==> config.mk <==
export PLATFORM = sky130hd
export DESIGN_NAME = sweep_hold_timer
export DESIGN_NICKNAME = d
export VERILOG_FILES = /design/src/rtl/sweep_stim_checker_pkg.sv /design/src/rtl/sweep_stim_checker_hold_timer.sv
export SDC_FILE = /design/constraint.sdc
export NUM_CORES = 1
export LEC_CHECK = 0
export CORE_AREA = 5 5 42 44
export CTS_BUF_LIST = sky130_fd_sc_hd__clkbuf_8
export DETAILED_ROUTE_END_ITERATION = 10
export DIE_AREA = 0 0 47 49
export PLACE_DENSITY_LB_ADDON = 0.12
export SYNTH_ARGS = -nofsm -noshare
export SYNTH_HDL_FRONTEND = slang
export SYNTH_SLANG_ARGS = --single-unit
==> constraint.sdc <==
create_clock -name clk -period 2.6 [get_ports clk]
set_input_delay 0.39 -clock clk [delete_from_list [all_inputs] [get_ports clk]]
set_output_delay 0.39 -clock clk [all_outputs]
set_load 0.02 [all_outputs]
==> src/rtl/sweep_stim_checker_pkg.sv <==
// Shared types and helpers for the exhaustive truth-table sweep checker.
package sweep_pkg;

    // Sweep controller states.
    typedef enum logic [1:0] {
        ST_IDLE = 2'd0,
        ST_RUN  = 2'd1,
        ST_DONE = 2'd2
    } sweep_state_e;

    // Smallest legal hold time per pattern.
    localparam int HOLD_MIN = 1;

    // Bits needed to hold values 0..v-1; never less than one bit.
    function automatic int clog2(input int v);
        int r;
        r = 0;
        for (int i = 0; i < 31; i++) begin
            if ((32'sd1 << i) < v) begin
                r = i + 1;
            end else begin
                r = r;
            end
        end
        return (r < 1) ? 1 : r;
    endfunction

endpackage

==> src/rtl/sweep_stim_checker_hold_timer.sv <==
// Per-pattern hold timer: counts HOLD-1 down to 0 and reloads.
// last_o marks the final cycle of the hold window.
module sweep_hold_timer
    import sweep_pkg::*;
#(
    parameter int HOLD = 10
) (
    input  logic clk,
    input  logic rst_n,
    input  logic clr_i,
    input  logic load_i,
    input  logic en_i,
    output logic last_o
);

    localparam int CW = clog2(HOLD);
    localparam logic [CW-1:0] CNT_ZERO   = {CW{1'b0}};
    localparam logic [CW-1:0] CNT_ONE    = CW'(1);
    localparam logic [CW-1:0] CNT_RELOAD = CW'(HOLD - 1);

    logic [CW-1:0] cnt_q;
    logic [CW-1:0] cnt_d;

    // Next count: clear beats load beats count; reload after the last cycle.
    always_comb begin
        cnt_d = cnt_q;
        if (clr_i) begin
            cnt_d = CNT_ZERO;
        end else if (load_i) begin
            cnt_d = CNT_RELOAD;
        end else if (en_i) begin
            if (cnt_q == CNT_ZERO) begin
                cnt_d = CNT_RELOAD;
            end else begin
                cnt_d = cnt_q - CNT_ONE;
            end
        end else begin
            cnt_d = cnt_q;
        end
    end

    // Counter register.
    always_ff @(posedge clk or negedge rst_n) begin
        if (!rst_n) begin
            cnt_q <= CNT_ZERO;
        end else begin
            cnt_q <= cnt_d;
        end
    end

    assign last_o = (cnt_q == CNT_ZERO);

endmodule

-- Word level (Yosys, flattened, before mapping)
Cells that the tools add are included.
- register bits after elaboration: 4
- bits of input ports: 5
- word-level logic and storage cells: 8
- $add $sub $neg: 1
- muxes and demuxes: 4
- reductions and logical operators: 2
- operator list (operator ; count):
    4-bit two-way mux ; 4
    4-bit zero test ; 1
    4-bit by 1-bit subtractor with 4-bit output (second input constant) ; 1
    3-bit nonzero test ; 1

-- Depth between registers and ports, before layout
- depth in word-level cells: 5
- depth in mapped cells: 3
- mapped depth without buffers: 3

-- Worst setup path before layout
Ideal clock, no wire load.
- kind: register to output
- start point: reg cnt_q[2]
- end point: out last_o
- arrival: 1.144 ns
- data required time: 2.210 ns
- setup slack: 1.066 ns
- stages on the path, launching flop included: 2
- path buffers: 0
- path through: dfrtp_1 -> nor4_1
- longest elaborated chain between the ends: 1
- RTL lines (item ; RTL line ; text):
    from (decl) ; sweep_stim_checker_hold_timer.sv:21 ; logic [CW-1:0] cnt_q;
    from (signal assigned) ; sweep_stim_checker_hold_timer.sv:47 ; cnt_q <= cnt_d;
    4-bit zero test ; sweep_stim_checker_hold_timer.sv:51 ; assign last_o = (cnt_q == CNT_ZERO);
    to (decl) ; sweep_stim_checker_hold_timer.sv:13 ; output logic last_o
No other way between the ends.

-- Final worst setup path
Ends and elaborated chain as after synthesis.

==> flow_summary_export.csv <==
group,metric,value,unit
floorplan,num_io_pins,6,
clock_network,clk_latency,0.21,ns
clock_network,post_cts_buffers,0,
detailed_routing,first_iter_violations,3,
finish,nets,34,
min_path,hold_class,"input port to asynchronous set/reset pin",
floorplan,fp-row-count,14,
floorplan,start_util,0.154,
clock_network,cts_tree,"done",
synth,seq_area_frac_synth,0.462,
global_routing,antenna_found_initial,0,
sta,fin_skew,0.000853,ns
finish,fillers,167,
sta,worst_pin_slew,0.256,ns
worst_setup_path,arrival,1.58,ns
floorplan,dieArea,0.00230,mm^2
sta,report.final.slew_viol_count,0,
worst_setup_path,r2r_setup_slack,1.42,ns
global_routing,track_usage,0.0565,
clock_network,clk_pin_slew_worst_paths,0.03,ns
clock_network,cts_buffer_depth,2,
sta,setup_viol,0,
floorplan,core,0.00140,mm^2
synth,post_synth_num_cell_types,15,
clock_network,ctsHoldBuffers,0,
clock_network,cts_resized,0,
finish,area_growth,51.4,%
floorplan,die_w,47,um
placement,place_congestion,0.721,
worst_setup_path,path_class,"flop to output port",
global_routing,grt_pass1_vias,213,
global_routing,grt_max_degree,6,
clock_network,numCtsBuffers,3,
detailed_routing,firstDrtPassIters,4,
finish,seq_area,100,um^2
worst_setup_path,worst_setup_path_end_kind,"output port",
synth,ys_ff_latch,4,
worst_setup_path,critPathRequiredTime,2.21,ns
worst_setup_path,cp_max_fo,4,
worst_setup_path,worstSetupStartpoint,"cnt_q[2]",
sta,fin_crit,1.97,ns
detailed_routing,vias_per_cell,4.09,
power,cellLeakagePower,0.130,nW
sta,tns,0,ns
synth,synth_warnings,0,
run_status,status,"completed",
clock_network,clock_tree.root_cell,"clkbuf_8",
synth,synthesis.nets,24,
detailed_routing,wl_per_cell,11.1,um
clock_network,ctsHtreeMaxLevel,1,
synth,syn_area_per_cell,11.4,um^2
sta,finalHoldViolCount,0,
flow_run,maxCapViolCount,0,
sta,fin_crit_sh,0.758,
global_routing,grt_pass1_wl,848,um
finish,drive_gt1_frac,0.222,
finish,final_common_cell,"clkdlybuf4s50_1",
sta,worst_slew_margin_rel,0.828,
detailed_routing,drc_errors,0,
global_routing,overflow,0,
worst_setup_path,r2r-start,"cnt_q[0]",
power,ir_drop,0.281,mV
placement,numPortBuffers,5,
sta,max_freq,0.507,GHz
finish,largest_reg_flops,4,
finish,top_regs,"cnt_q x4",
finish,final_cell_mix,"clkdlybuf4s50_1 (5), dfrtp_1 (4), clkbuf_8 (3)",
worst_setup_path,startpoint_type,"flop",
floorplan,fp.dieH,49,um
power,powerDensity,701,mW/mm^2
finish,multi_input_area,113,um^2
synth,synthCells,19,
synth,syn_area,216,um^2
finish,top_register,"cnt_q",
clock_network,clock_sinks,4,
finish,postLayoutCoreUtil,0.234,
finish,diodes,0,
detailed_routing,via_count,176,
sta,rsz0062_at_grt,"false",
finish,fin_area,328,um^2
detailed_routing,drt-total-wl,478,um
placement,place_area,287,um^2
detailed_routing,ant_nets,0,
placement,place.detailed.hpwl,377,um
[worst paths after layout]
| check | to | cells after the start |
|---|---|---|
| worst max-delay path | last_o | 2 |
| worst min-delay path | cnt_q[0] | 1 |
| worst max register to register | cnt_q[1] | 3 |
| worst min register to register | cnt_q[2] | 2 |
| max in group asynchronous | cnt_q[1] | 1 |
| min in group clk | cnt_q[2] | 2 |
[per-stage QoR]
| stage | worst slack [ns] | power (mW) | instances | hold WS [ns] |
|---|---|---|---|---|
| 6_report | 0.629 | 0.230 | 43 | 0.384 |
| 5_1_grt | 0.592 | 0.244 | 43 | 0.397 |
| 4_1_cts | 0.605 | 0.235 | 43 | 0.384 |
| 2_1_floorplan | 1.07 | 0.0870 | 19 | 0.0944 |
| 3_3_place_gp | 0.877 | 0.103 | 40 | 0.577 |
| 3_5_place_dp | 0.838 | 0.103 | 40 | 0.594 |
[cell families after synthesis]
| group | synth area share |
|---|---|
| xor+xnor | 0.0405 |
| compound gates | 0.168 |
| flops | 0.462 |
| buf+inv | 0.0173 |
| simple gates | 0.312 |
[worst max-delay path: stages (launching register included)]
cell	delay [ns]
dfrtp_1	0.42
nor4_1	0.30
clkdlybuf4s50_1	0.65
[layer usage]
layer,global-route usage,wire length (um)
met5,0,0
met3,0.0258,25
met4,0.0691,0
met1,0.0686,219
met2,0.0611,232
[area by class of cell]
cell class | instances | share of cell area
well taps | 16 | 0.0611
clock buffers | 3 | 0.126
inverters | 1 | 0.0115
repair buffers | 5 | 0.153
multi-input cells | 14 | 0.344
flip-flops and latches | 4 | 0.305
[synthesized netlist by cell type]
library cell  n  area share
nand2b_4      1       0.064
nand2_1       2       0.035
nor4b_4       1        0.11
or3_1         1       0.029
a211oi_1      1       0.035
a31oi_1       1       0.029
dfrtp_1       4        0.46
nor4_1        1       0.029
a21oi_1       1       0.023
o21ai_0       1       0.023
nand2b_1      1       0.029
nor2_1        1       0.017
inv_1         1       0.017
xnor2_1       1       0.040
a211oi_2      1       0.058
[report_power, final]
group	switching (mW)	internal [mW]
clock	0.0296	0.0985
sequential	0.00486	0.0661
combinational	0.0132	0.0176
Note: power is estimated with default switching activity, not from simulation.
